### config.mk
export PLATFORM = sky130hd
export DESIGN_NAME = fetch_queue_flat
export DESIGN_NICKNAME = d
export VERILOG_FILES = /design/src/rtl/fetch_pkg.sv /design/src/rtl/fetch_queue_if.sv /design/src/rtl/fetch_fifo.sv /design/src/rtl/fetch_queue.sv /design/src/flat_wrapper.sv
export SDC_FILE = /design/constraint.sdc
export NUM_CORES = 1
export LEC_CHECK = 0
export ABC_AREA = 1
export CAP_MARGIN = 20
export CORE_MARGIN = 2
export CORE_UTILIZATION = 32
export CTS_BUF_LIST = sky130_fd_sc_hd__clkbuf_4 sky130_fd_sc_hd__clkbuf_8
export DETAILED_ROUTE_END_ITERATION = 7
export PLACE_DENSITY_LB_ADDON = 0.3
export SYNTH_ARGS = -nofsm -noshare
export SYNTH_HDL_FRONTEND = slang
export SYNTH_SLANG_ARGS = --single-unit
### constraint.sdc
create_clock -name clk -period 6.35 [get_ports clk]
set_input_delay 0.635 -clock clk [delete_from_list [all_inputs] [get_ports clk]]
set_output_delay 0.635 -clock clk [all_outputs]
set_load 0.05 [all_outputs]
### src/rtl/fetch_pkg.sv
// Shared types and constants for the instruction fetch unit and its prefetch queue.
package fetch_pkg;

    typedef enum logic [1:0] {
        IDLE  = 2'd0,
        WAIT  = 2'd1,
        DRAIN = 2'd2
    } fetch_state_t;

    localparam logic [31:0] NOP_INST_DEFAULT = 32'h0000_0013;

    // Queue entry layout at the default 32-bit PC; the top builds the same {pc, inst} layout at its own XLEN.
    typedef struct packed {
        logic [31:0] pc;
        logic [31:0] inst;
    } fetch_entry_t;

endpackage

### src/rtl/fetch_queue_if.sv
// Cache request/response, redirect and decode-side signals of the fetch unit.
interface fetch_queue_if #(
    parameter int XLEN  = 32,
    parameter int DEPTH = 4
);
    localparam int CW = $clog2(DEPTH + 1);

    logic            cache_ack;
    logic [31:0]     inst;
    logic            addr_ready;
    logic [XLEN-1:0] addr;
    logic            stall;
    logic            jal;
    logic            branch;
    logic [XLEN-1:0] j_target;
    logic [XLEN-1:0] b_target;
    logic [XLEN-1:0] final_pc;
    logic [31:0]     final_inst;
    logic [CW-1:0]   q_count;

    modport master (
        input  cache_ack, inst, stall, jal, branch, j_target, b_target,
        output addr_ready, addr, final_pc, final_inst, q_count
    );

    modport slave (
        output cache_ack, inst, stall, jal, branch, j_target, b_target,
        input  addr_ready, addr, final_pc, final_inst, q_count
    );

endinterface

### src/rtl/fetch_fifo.sv
// Synchronous power-of-two FIFO with occupancy count; flush wins over push.
module fetch_fifo #(
    parameter int WIDTH = 64,
    parameter int DEPTH = 4
) (
    input  logic                       clk,
    input  logic                       rst_n,
    input  logic                       push_i,
    input  logic [WIDTH-1:0]           data_i,
    input  logic                       pop_i,
    input  logic                       flush_i,
    output logic [$clog2(DEPTH+1)-1:0] count_o,
    output logic [WIDTH-1:0]           head_o
);
    localparam int PW = $clog2(DEPTH);
    localparam int CW = $clog2(DEPTH + 1);

    logic [WIDTH-1:0] mem_q [DEPTH];
    logic [PW-1:0]    wr_ptr_q, wr_ptr_d;
    logic [PW-1:0]    rd_ptr_q, rd_ptr_d;
    logic [CW-1:0]    count_q, count_d;
    logic             push_ok, pop_ok;

    assign push_ok = push_i && !flush_i;
    assign pop_ok  = pop_i && !flush_i && (count_q != '0);

    always_comb begin
        wr_ptr_d = wr_ptr_q;
        rd_ptr_d = rd_ptr_q;
        count_d  = count_q;
        if (flush_i) begin
            wr_ptr_d = '0;
            rd_ptr_d = '0;
            count_d  = '0;
        end else begin
            if (push_ok) wr_ptr_d = wr_ptr_q + PW'(1);
            if (pop_ok)  rd_ptr_d = rd_ptr_q + PW'(1);
            unique case ({push_ok, pop_ok})
                2'b10:   count_d = count_q + CW'(1);
                2'b01:   count_d = count_q - CW'(1);
                default: count_d = count_q;
            endcase
        end
    end

    always_ff @(posedge clk or negedge rst_n) begin
        if (!rst_n) begin
            wr_ptr_q <= '0;
            rd_ptr_q <= '0;
            count_q  <= '0;
        end else begin
            wr_ptr_q <= wr_ptr_d;
            rd_ptr_q <= rd_ptr_d;
            count_q  <= count_d;
        end
    end

    always_ff @(posedge clk) begin
        if (push_ok) mem_q[wr_ptr_q] <= data_i;
    end

    assign count_o = count_q;
    assign head_o  = mem_q[rd_ptr_q];

endmodule

### src/rtl/fetch_queue.sv
// Instruction fetch unit: one outstanding I-cache request, prefetch queue, registered decode outputs.
//   state | meaning
//   IDLE  | no request pending; issue at fetch_pc when the queue has space
//   WAIT  | live request at fetch_pc pending
//   DRAIN | stale request at req_addr pending; its response is dropped
module fetch_queue
    import fetch_pkg::*;
#(
    parameter int              XLEN     = 32,
    parameter int              DEPTH    = 4,
    parameter logic [XLEN-1:0] RESET_PC = '0,
    parameter logic [31:0]     NOP_INST = NOP_INST_DEFAULT
) (
    input  logic           clk,
    input  logic           rst_n,
    fetch_queue_if.master  fq
);
    localparam int CW = $clog2(DEPTH + 1);

    typedef struct packed {
        logic [XLEN-1:0] pc;
        logic [31:0]     inst;
    } entry_t;

    fetch_state_t    state_q, state_d;
    logic [XLEN-1:0] fetch_pc_q, fetch_pc_d;
    logic [XLEN-1:0] req_addr_q, req_addr_d;
    logic [XLEN-1:0] final_pc_q, final_pc_d;
    logic [31:0]     final_inst_q, final_inst_d;

    logic            redirect;
    logic [XLEN-1:0] target;
    logic [CW-1:0]   count;
    logic            empty, has_space;
    logic            addr_ready, live_ack, push, pop;
    entry_t          head, push_entry;

    assign redirect  = fq.jal || fq.branch;
    assign target    = fq.jal ? fq.j_target : fq.b_target;
    assign empty     = (count == '0);
    assign has_space = (count < CW'(DEPTH));

    always_ff @(posedge clk or negedge rst_n) begin
        if (!rst_n) begin
            state_q      <= IDLE;
            fetch_pc_q   <= RESET_PC;
            req_addr_q   <= RESET_PC;
            final_pc_q   <= RESET_PC - XLEN'(4);
            final_inst_q <= NOP_INST;
        end else begin
            state_q      <= state_d;
            fetch_pc_q   <= fetch_pc_d;
            req_addr_q   <= req_addr_d;
            final_pc_q   <= final_pc_d;
            final_inst_q <= final_inst_d;
        end
    end

    always_comb begin
        state_d    = state_q;
        fetch_pc_d = fetch_pc_q;
        req_addr_d = (state_q == IDLE) ? fetch_pc_q : req_addr_q;
        unique case (state_q)
            IDLE: begin
                if (redirect) begin
                    fetch_pc_d = target;
                end else if (has_space) begin
                    if (fq.cache_ack) fetch_pc_d = fetch_pc_q + XLEN'(4);
                    else              state_d    = WAIT;
                end
            end
            WAIT: begin
                if (redirect) begin
                    fetch_pc_d = target;
                    state_d    = fq.cache_ack ? IDLE : DRAIN;
                end else if (fq.cache_ack) begin
                    fetch_pc_d = fetch_pc_q + XLEN'(4);
                    state_d    = IDLE;
                end
            end
            DRAIN: begin
                if (redirect)     fetch_pc_d = target;
                if (fq.cache_ack) state_d    = IDLE;
            end
            default: state_d = IDLE;
        endcase
    end

    always_comb begin
        addr_ready   = 1'b0;
        final_pc_d   = final_pc_q;
        final_inst_d = final_inst_q;
        unique case (state_q)
            IDLE:        addr_ready = !redirect && has_space;
            WAIT, DRAIN: addr_ready = 1'b1;
            default:     addr_ready = 1'b0;
        endcase

        live_ack = fq.cache_ack && !redirect &&
                   (((state_q == IDLE) && has_space) || (state_q == WAIT));
        pop  = !redirect && !fq.stall && !empty;
        // An ack only skips the queue when decode is taking it this cycle and nothing is older.
        push = live_ack && (fq.stall || !empty);

        if (redirect) begin
            final_inst_d = NOP_INST;
        end else if (fq.stall) begin
            final_inst_d = final_inst_q;
        end else if (!empty) begin
            final_pc_d   = head.pc;
            final_inst_d = head.inst;
        end else if (live_ack) begin
            final_pc_d   = fetch_pc_q;
            final_inst_d = fq.inst;
        end else begin
            final_inst_d = NOP_INST;
        end
    end

    assign push_entry = '{pc: fetch_pc_q, inst: fq.inst};

    fetch_fifo #(
        .WIDTH ($bits(entry_t)),
        .DEPTH (DEPTH)
    ) u_fifo (
        .clk     (clk),
        .rst_n   (rst_n),
        .push_i  (push),
        .data_i  (push_entry),
        .pop_i   (pop),
        .flush_i (redirect),
        .count_o (count),
        .head_o  (head)
    );

    assign fq.addr_ready = addr_ready && rst_n;
    assign fq.addr       = (state_q == IDLE) ? fetch_pc_q : req_addr_q;
    assign fq.final_pc   = final_pc_q;
    assign fq.final_inst = final_inst_q;
    assign fq.q_count    = count;

endmodule

### src/flat_wrapper.sv
// flat-port wrapper written by rule: the top's interface ports become plain ports
module fetch_queue_flat import fetch_pkg::*;
#(
    parameter int              XLEN     = 32,
    parameter int              DEPTH    = 4,
    parameter logic [XLEN-1:0] RESET_PC = '0,
    parameter logic [31:0]     NOP_INST = NOP_INST_DEFAULT
)
  (clk, rst_n, fq_cache_ack, fq_inst, fq_stall, fq_jal, fq_branch, fq_j_target, fq_b_target, fq_addr_ready, fq_addr, fq_final_pc, fq_final_inst, fq_q_count);
  fetch_queue_if #(.XLEN(XLEN), .DEPTH(DEPTH)) fq_i ();
  input  logic clk;
  input  logic rst_n;
  input wire logic [$bits(fq_i.cache_ack)-1:0] fq_cache_ack;
  input wire logic [$bits(fq_i.inst)-1:0] fq_inst;
  input wire logic [$bits(fq_i.stall)-1:0] fq_stall;
  input wire logic [$bits(fq_i.jal)-1:0] fq_jal;
  input wire logic [$bits(fq_i.branch)-1:0] fq_branch;
  input wire logic [$bits(fq_i.j_target)-1:0] fq_j_target;
  input wire logic [$bits(fq_i.b_target)-1:0] fq_b_target;
  output wire logic [$bits(fq_i.addr_ready)-1:0] fq_addr_ready;
  output wire logic [$bits(fq_i.addr)-1:0] fq_addr;
  output wire logic [$bits(fq_i.final_pc)-1:0] fq_final_pc;
  output wire logic [$bits(fq_i.final_inst)-1:0] fq_final_inst;
  output wire logic [$bits(fq_i.q_count)-1:0] fq_q_count;
  assign fq_i.cache_ack = fq_cache_ack;
  assign fq_i.inst = fq_inst;
  assign fq_i.stall = fq_stall;
  assign fq_i.jal = fq_jal;
  assign fq_i.branch = fq_branch;
  assign fq_i.j_target = fq_j_target;
  assign fq_i.b_target = fq_b_target;
  assign fq_addr_ready = fq_i.addr_ready;
  assign fq_addr = fq_i.addr;
  assign fq_final_pc = fq_i.final_pc;
  assign fq_final_inst = fq_i.final_inst;
  assign fq_q_count = fq_i.q_count;
  fetch_queue #(.XLEN(XLEN), .DEPTH(DEPTH), .RESET_PC(RESET_PC), .NOP_INST(NOP_INST)) u_core (.clk(clk), .rst_n(rst_n), .fq(fq_i));
endmodule
# Word-level counts from Yosys, hierarchy flattened
# Memory sizes are Yosys's and may differ from the RTL's.
# Index checks and enable logic that the tools add are counted.
# word_totals
ff_bits,137
mem_bits_rw,256
in_bits,102
output_inout_bits,100
wordCells,86
n_memories,1
# op_classes
n_addsub,5
magnitude_cmp,1
n_eq_ne,11
n_mux,30
n_bitwise,2
n_reduce_logical,28
# mem_list
name,depth,width,read_ports,rd_ports_with_merged_regs,write_ports,line,rtl
u_core.u_fifo.mem_q,4,64,1,0,1,fetch_fifo.sv:18,logic [WIDTH-1:0] mem_q [DEPTH];
# ops
operator,n
$mux 32,13
$pmux 32 s3,1
$add 32x3->32 const B,1
$mux 2,10
$logic_and 1x1->1,11
$reduce_and 3->1,3
$reduce_bool 3->1,3
$ne 2x1->1 const B,3
$ne 2x2->1 const B,3
$pmux 2 s3,1
$pmux 3 s2,1
$add 2x1->2 const B,2
$eq 2x1->1 const B,2
$eq 2x2->1 const B,2
$reduce_bool 2->1,2
$add 3x1->3 const B,1
$logic_not 1->1,3
$logic_not 3->1,1
$logic_or 1x1->1,3
$lt 3x3->1 const B,1
$mux 3,1
$ne 3x1->1 const B,1
$sub 3x1->3 const B,1
$logic_not 2->1,1
4 further kinds,6

# Depth between registers and ports, before layout
# Gate-level depths: netlist (run 1).
# logic_depth
ltp_word,9
mapped_depth,13
ltp_nobuf,13

# Hierarchy
# Synthesis (run 1) repeated with hierarchy kept, for this count alone.
# hier_totals
cells_unflattened,1646
hier_area_um2,17103.9
# by_module_without_submodules
mod,n_inst,cells_each,area_per_inst_um2,seq_area_each_um2
fetch_fifo,1,682,9945.8,7862.5
fetch_queue,1,964,7158.1,3294.4

# Worst setup path after synthesis (run 1)
# Ideal clock, no wire load.
# synth_timing
path_type,input to register
from,input fq_jal
to,"memory u_core.u_fifo.mem_q[0][0], enable pin"
setup_ns,0.487
t_arrival_ns,4.034
required_time_ns,5.863
setup_slack_ns,1.830
stages,6
path_buffers,1
cell_sequence,buf_2 nor2_4 inv_2 nor2_1 o21ai_1 nor2_1
# synth_between
elab_chain_cells,8
# synth_rtl
item,line,rtl
from (decl),flat_wrapper.sv:16,input wire logic [$bits(fq_i.jal)-1:0] fq_jal;
$logic_or 1x1->1 *,fetch_queue.sv:38,assign redirect = fq.jal || fq.branch;
$logic_not 1->1 *,"fetch_fifo.sv:24, fetch_queue.sv:99",
$logic_and 1x1->1 (2 in a row),fetch_queue.sv:99,live_ack = fq.cache_ack && !redirect &&
$logic_and 1x1->1,fetch_queue.sv:103,push = live_ack && (fq.stall || !empty);
$logic_and 1x1->1 *,fetch_fifo.sv:24,assign push_ok = push_i && !flush_i;
$mux 1 *,fetch_fifo.sv:59,if (push_ok) mem_q[wr_ptr_q] <= data_i;
$mux 1 (implied by the code) *,fetch_fifo.sv:59,
to (decl),fetch_fifo.sv:18,
# Mark *: on every way between the ends. The rest lies on a longest branch, timed or not.

# Worst setup path after layout (run 1)
# layout_timing
from,register u_core.state_q[1]
to,output fq_addr[3]
# layout_between
elab_chain_cells,2
# layout_rtl
item,line,rtl
from (decl),fetch_queue.sv:25,"fetch_state_t state_q, state_d;"
from (signal assigned),fetch_queue.sv:51,state_q <= state_d;
$logic_not 2->1,fetch_queue.sv:137,assign fq.addr = (state_q == IDLE) ? fetch_pc_q : req_addr_q;
$mux 32,-,
to (decl),flat_wrapper.sv:21,output wire logic [$bits(fq_i.addr)-1:0] fq_addr;
# Every way passes these cells.

==> results.txt, run 1 <==
- Count of buffers inserted at the top-level ports: 201
* Die footprint: 0.0545 sq mm
- The signal on the critical path passes through inv_1 -> ha_1 -> inv_1 -> buf_4 -> o21ai_0 -> clkdlybuf4s50_1.
- Number of vias after detailed routing: 12700
- On the critical path, the stage with the largest delay is an instance of clkdlybuf4s50_1.
- Adding up every negative setup slack in the final design gives 0 ns.
- Entering global routing, the biggest net connects 83 pins.
* Via-per-instance ratio: 4.90
* Worst Path Class, Setup: flip-flop to output port
- In this run, post-CTS hold repair placed 0 buffers.
* Number of cells on the worst reg-to-reg path: 6
- Storage element area: 0.0112 sq mm
* Final GP Congestion: 0.875
* Number of endpoints with negative hold slack in the final report: 0
* Placed cells: 2467
* Post-Syn Area per Cell: 10.2 sq um
- Clock tree from TritonCTS: yes
* Crit path capture type: output port
- Fill cell count: 5069
- Setup repair after global routing left no endpoint under its margin.
- The H-tree was split into 3 levels.
* Clock period minus final worst setup slack: 4.04 ns
* Buffer depth of the longest clock path: 3
- Summing all multi-input logic gate instances after layout gives 0.00506 sq mm.
- The via count of the first global-routing pass came to 12500.
- Wire length of the first global-routing pass: 73.9 mm
- In the final layout, the share of cells above drive strength 1 is 0.0994.
- The cell sitting at the root of the clock tree is a clkbuf_8.
* Final worst path period share: 0.637
* Routed length per placed instance: 18.5 um
- Resized cells post-CTS: 0
* CTS clk-pin slew, worst paths: 0.06 ns
- Synthesized netlist cell count: 1651
* Max Fclk: 247 MHz
- The initial antenna violation count is 1.
- In this run the worst path has a maximum fanout of 56.
* Buffers inserted during post-CTS setup optimization: 0
- Height of the die: 233 um
- Summed over all cells, the static leakage comes to 0.00802 uW.
* Ports: 202
* Core region area: 0.0523 sq mm
- Between clock sinks in the finished design, the worst skew comes to 0.0197 ns.
* Proportion of register bits with asynchronous set or reset after synthesis: 0.349
- For this run, the slowest stage of the critical path takes 0.91 ns.
- The later pin in the worst-skew pair is clocked with a latency of 0.61 ns.
- The design draws 8350 uW.
* Antenna Nets Post-Route: 0
- CTS sink cnt: 393
- Slew margin rel.: 0.321
- Row generation in the floorplan step produced 84 rows.
- Setup violations remaining at the end of the flow were counted as 0.
- Counting flops with a built-in enable in the synthesized netlist gives 256.
- The max-slew violation total from the final report was 0.
- DRT Pass-1 Iters: 5
* Worst hold path type: input pin to asynchronous set/reset pin
- The worst register-to-register path has a setup slack of 2.47 ns.
- In this run the power density over the cells is 398 mW/mm^2.
* Top FF cell, synth: edfxtp_1
- Most frequent cell on the critical path: inv_1
* Result of the run: finished, final reports clean
- In this run the critical register-to-register path is launched from u_core.u_fifo.count_o[2].
- Share of the yosys chip area belonging to registers: 0.662
- The number of nets handed over by synthesis was 1764.
* HPWL after DPL: 30.2 mm
* Worst IR Drop VDD: 0.612 mV
- For this run, the total global-route usage over all layers was measured as 0.177.
* Terminus of the critical flop-to-flop path: u_core.u_fifo.mem_q[3][21]
- The final layout contains routed wiring with a total length of 47.9 mm.
* Synthesis-stage register bit count: 393
- Max-cap violations in this run came to 0.
- Number of warnings issued by yosys: 0
- DRC violations left: 0
* Least-Margin Pin Slew: 1.02 ns
- Global route total overflow: 0
- Beginning of the critical path: u_core.state_q[1]
- Inserted Clock Buffers: 68
* Final layout net count: 1963
- Synthesized cell area: 0.0168 sq mm
- Initial Utilization: 0.322
* Die Span X: 233 um
* Arrival time at the worst endpoint: 3.41 ns
* Synthesis-to-layout area growth: 24.4%
- The finished layout holds 2591 standard cells, fillers aside.
- STA classifies the critical path startpoint as a flip-flop.
* Data required time at the worst endpoint: 5.71 ns
* Number of DRC violations after detailed-routing iteration 0: 1065
* Number of distinct standard cells referenced by the synthesized netlist: 38
- Worst setup endpoint: fq_addr[3]
[how the worst min path moves through the flow]
stage	to	cells after the start	slack (ns)
after floorplan	u_core.fetch_pc_q[0]	0	0.34
after global placement	u_core.req_addr_q[15]	2	0.46
after detailed placement	u_core.fq.final_pc[27]	2	0.46
after CTS	u_core.fq.final_inst[17]	1	0.04
after global routing	u_core.fq.final_inst[19]	1	0.07
final	u_core.fq.final_inst[17]	1	0.05
[kinds of logic (layout without fill, tap and decap cells)]
logic type      after synthesis  after routing  share of synthesized area
buf+inv                     162            413                     0.0392
fa+ha+maj                    11             11                    0.00862
simple gates                745            745                      0.177
other cells                   0              1                          0
flops                       393            393                      0.662
mux                           8              8                    0.00475
compound gates              330            330                      0.107
xor+xnor                      2              2                    0.00104
[synth_stat cells (23+ instances only)]
cell / number / area, sq um
inv_1: 64 / 240
edfxtp_1: 256 / 7690
nand3_1: 115 / 576
clkbuf_1: 55 / 206
a21oi_1: 46 / 230
nand2_1: 427 / 1600
buf_2: 31 / 155
o211ai_1: 23 / 173
dfrtp_1: 104 / 2600
o22ai_1: 41 / 257
dfstp_2: 33 / 867
o21ai_0: 185 / 926
nor2_1: 190 / 713
[metal layers]
layer | track usage | up-vias | share of wire
met1 | 0.245 | 6057 | 0.44
met5 | 0 | - | 0
li1 | - | 6091 | -
met4 | 0.0568 | 0 | 0.026
met3 | 0.0317 | 86 | 0.062
met2 | 0.282 | 465 | 0.47
[placed cells by master (no fill, tap or decap), types with 4 or more instances in the layout]
cell type and n:
a21oi_1 46, a22oi_1 5, a31oi_1 4, buf_4 17
clkbuf_4 29, clkbuf_8 75, clkdlybuf4s50_1 200, clkinv_1 9
clkinv_2 4, dfrtp_1 102, dfstp_2 33, edfxtp_1 256
ha_1 10, inv_1 62, inv_2 6, mux2i_1 8
nand2_1 427, nand3_1 115, nor2_1 185, nor2_4 5
o211ai_1 23, o21ai_0 185, o21ai_1 20, o22ai_1 41
[final cells by class]
class,instances,area share
multi-input combinational,1096,0.242
inverter,70,0.0127
sequential,393,0.533
timing repair buffer,221,0.105
tap,688,0.0411
clock buffer,104,0.0597
antenna,1,0.000119
clock inverter,18,0.00681
[worst max-delay path, delay by kind of cell, from the launching register on]
family          cells  cell delay, ns
flops               1            0.41
compound gates      1            0.51
fa+ha+maj           1            0.45
buf+inv             4            1.44
[report_power, final]
| part | switching, uW | total (uW) | internal [uW] |
|---|---|---|---|
| clock network | 1030 | 2370 | 1340 |
| logic | 1730 | 2450 | 723 |
| registers | 338 | 3530 | 3200 |
| total | 3090 | 8350 | 5260 |
[registers in the layout, summed over array words and instances, names as in the netlist]
register,flops
u_core.fetch_pc_q,32
u_core.fq.final_inst,32
u_core.fq.final_pc,32
u_core.req_addr_q,32
u_core.state_q,2
u_core.u_fifo.count_o,3
u_core.u_fifo.mem_q,256
u_core.u_fifo.rd_ptr_q,2
u_core.u_fifo.wr_ptr_q,2
[per-stage QoR]
| step | hold slack (ns) | utilization | setup WS, ns | instance area, sq um |
|---|---|---|---|---|
| final | 0.0467 | 0.400 | 2.31 | 20900 |
| after global routing | 0.0700 | 0.400 | 2.13 | 20900 |
| after CTS | 0.0366 | 0.400 | 2.31 | 20900 |
| after detailed placement | 0.458 | 0.373 | 2.37 | 19500 |
| after global placement | 0.458 | 0.373 | 2.41 | 19500 |
| after floorplan | 0.339 | - | 1.83 | 16800 |
Power figures use the tool's default switching activity.
==> run 2: changes to the inputs <==
clock period = 4.1 ns   (was 6.35 ns; I/O delays follow)
==> run 2 against run 1 <==
Against the previous run: clock power up 60%; critical endpoint is now fq_addr[2]; cell area up 0.44%; via count up 0.57%; worst hold slack better by 0.29 ns; critical path depth unchanged; combinational power up 54%; global-route usage up 0.51 points; setup slack worse by 1.9 ns.
==> results.txt, run 2 (synthesis gave the netlist of run 1 again) <==
* RSZ-0062 raised after global routing: false (unchanged)
- The combined flip-flop and latch cell area is 0.0112 sq mm (unchanged).
- The number of levels in the clock H-tree was 3 (unchanged).
- Crit path capture type: output port (unchanged)
* R2r setup slk: 1.09 ns (was 2.47 ns)
- Clock tree from TritonCTS: yes (unchanged)
* Number of inserted diodes: 0 (was 1)
- Leakage component of the power: 0.00807 uW (was 0.00802 uW)
* Overall routing resource usage: 0.182 (was 0.177)
- Arrival time at the worst endpoint: 3.24 ns (was 3.41 ns)
- The smallest clock period supported by the final layout is computed as 3.65 ns.
* Worst hold path type: input pin to asynchronous set/reset pin (unchanged)
* Number of global-route vias before repair: 12900 (was 12500)
- Final layout net count: 1972 (was 1963)
- The count of cells along the worst register-to-register path is 10 (was 6).
- The number of hold buffers added after CTS came to 1 (was 0).
- The per-cell via count in the routed design is 4.91 (was 4.90).
- The CTS sink count is 393 (unchanged).
- The post-route clock skew came to 0.0341 ns (was 0.0197 ns).
- Final GP Congestion: 0.887 (was 0.875)
- The register bank with the most flops is u_core.u_fifo.mem_q (unchanged).
* Max Fclk: 274 MHz
* Worst Path Class, Setup: flip-flop to output port (unchanged)
* Synthesis-to-layout area growth: 24.9% (was 24.4%)
- Routed length per placed instance: 18.7 um (was 18.5 um)
- The actual slew at the worst max-slew pin came to 1.10 ns (was 1.02 ns).
- The clock slew seen by the registers of the worst setup and hold paths was 0.05 ns (was 0.06 ns).
- The HPWL after detailed placement was 30.3 mm (was 30.2 mm).
* Die Span X: 233 um (unchanged)
- The final routed DRC violation total is 0 (unchanged).
- The aggregate routed wire length was 48.7 mm (was 47.9 mm).
* Clock insertion delay at the later pin of the skew report: 0.64 ns (was 0.61 ns)
- The total of cells resized after clock tree synthesis came to 0 (unchanged).
- Total of endpoints with negative setup slack in the final report: 0 (unchanged)
- The global route total overflow is 0 (unchanged).
* Maximum number of pins on one net before global-route repair: 101 (was 83)
- The sum of negative setup slack is 0 ns (unchanged).
* Slew margin rel.: 0.265 (was 0.321)
* Worst IR Drop VDD: 0.843 mV (was 0.612 mV)
- The hold violation count in the final report was 0 (unchanged).
- The effective utilization at floorplan was 0.322 (unchanged).
- The max-slew violation total from the final report came to 0 (unchanged).
* Result of the run: finished, final reports clean (unchanged)
- The flip-flop count of the largest register, all copies and words added was 256 (unchanged).
- Buffers inserted during post-CTS setup optimization: 0 (unchanged)
- The peak fanout along the critical path is 56 (unchanged).
* Leading cell types in the layout, fill and taps excluded: nand2_1 (427), edfxtp_1 (256), clkdlybuf4s50_1 (199) (was nand2_1 (427), edfxtp_1 (256), clkdlybuf4s50_1 (200))
- The fraction of final layout cells with drive strength greater than 1 is 0.100 (was 0.0994).
- Antenna violations before repair: 0 (was 1)
- Fill cell count: 5144 (was 5069)
* # Max-Cap Violations: 0 (unchanged)
- The most common cell after layout, fill and taps aside is nand2_1 (unchanged).
- The TritonCTS buffer count came to 71 (was 68).
* Number of placement rows: 84 (unchanged)
* Buffer depth of the longest clock path: 3 (unchanged)
* Power per cell area: 618 mW/mm^2 (was 398 mW/mm^2)
* Area of the multi-input gates: 0.00506 sq mm (unchanged)
- The post-layout total power was 13000 uW (was 8350 uW).
- The number of nets with antenna violations after detailed routing came to 0 (unchanged).
* Final worst path period share: 0.889
- Wire length of the first global-routing pass: 75.3 mm (was 73.9 mm)
- Height of the die: 233 um (unchanged)
* Data required time at the worst endpoint: 3.69 ns (was 5.71 ns)
* Ports: 202 (unchanged)
* Number of vias after detailed routing: 12800 (was 12700)
- DRT Pass-1 Iters: 7 (was 5)
- Clock root cell: clkbuf_8 (unchanged)
- The number of DRC markers after the initial detailed-route iteration is 916 (was 1065).
- Die footprint: 0.0545 sq mm (unchanged)
- Count of buffers inserted at the top-level ports: 201 (unchanged)
- Critical Path Source Type: flip-flop (unchanged)
- The total core area came to 0.0523 sq mm (unchanged).
## run 2: path summary, 6_finish.rpt
| kind | startpoint | endpoint |
|---|---|---|
| hold reg to reg | u_core.req_addr_q[1] | u_core.req_addr_q[1] |
| max in group asynchronous | rst_n | u_core.req_addr_q[17] |
| setup reg to reg | u_core.state_q[1] | u_core.u_fifo.mem_q[3][7] |
| hold / removal | rst_n | u_core.fq.final_inst[19] |
| min in group clk | fq_inst[21] | u_core.u_fifo.mem_q[3][21] |
| setup / recovery | u_core.state_q[1] | fq_addr[2] |
## run 2: metrics by stage
stage	util	setup slack, ns	std cells	area, sq um	hold slack [ns]
3_3_place_gp	0.374	1.07	2473	19600	0.429
4_1_cts	0.402	0.408	2603	21000	0.322
3_5_place_dp	0.374	0.968	2473	19600	0.444
2_1_floorplan	-	-0.338	1651	16800	0.114
6_report	0.402	0.454	2603	21000	0.338
5_1_grt	0.402	0.178	2603	21000	0.369
## run 2: worst max-delay path, cell delays in order (launching register included)
cell and delay (ns):
dfrtp_1 0.42, inv_1 0.13, ha_1 0.44, inv_1 0.10, buf_4 0.30, o21ai_0 0.35, clkdlybuf4s50_1 0.87
## run 2: layout make-up
| type | count | share of cell area |
|---|---|---|
| Clock buffer | 98 | 0.0588 |
| Clock inverter | 31 | 0.0103 |
| Inverter | 70 | 0.0126 |
| Multi-Input combinational cell | 1096 | 0.241 |
| Sequential cell | 393 | 0.531 |
| Tap cell | 688 | 0.0409 |
| Timing Repair Buffer | 227 | 0.106 |
## run 2: where the power goes
group | switching, uW | total [uW] | internal, uW
Sequential | 501 | 5450 | 4950
Combinational | 2650 | 3770 | 1120
Clock | 1650 | 3790 | 2140
Total | 4800 | 13000 | 8210
## run 2: routing by layer
layer  global-route usage  vias to the layer above  part of all wire
li1                     -                     6108                 -
met1                0.243                     6147              0.45
met2                0.294                      417              0.47
met3               0.0402                       99             0.060
met4               0.0607                        0             0.029
met5                    0                        -                 0
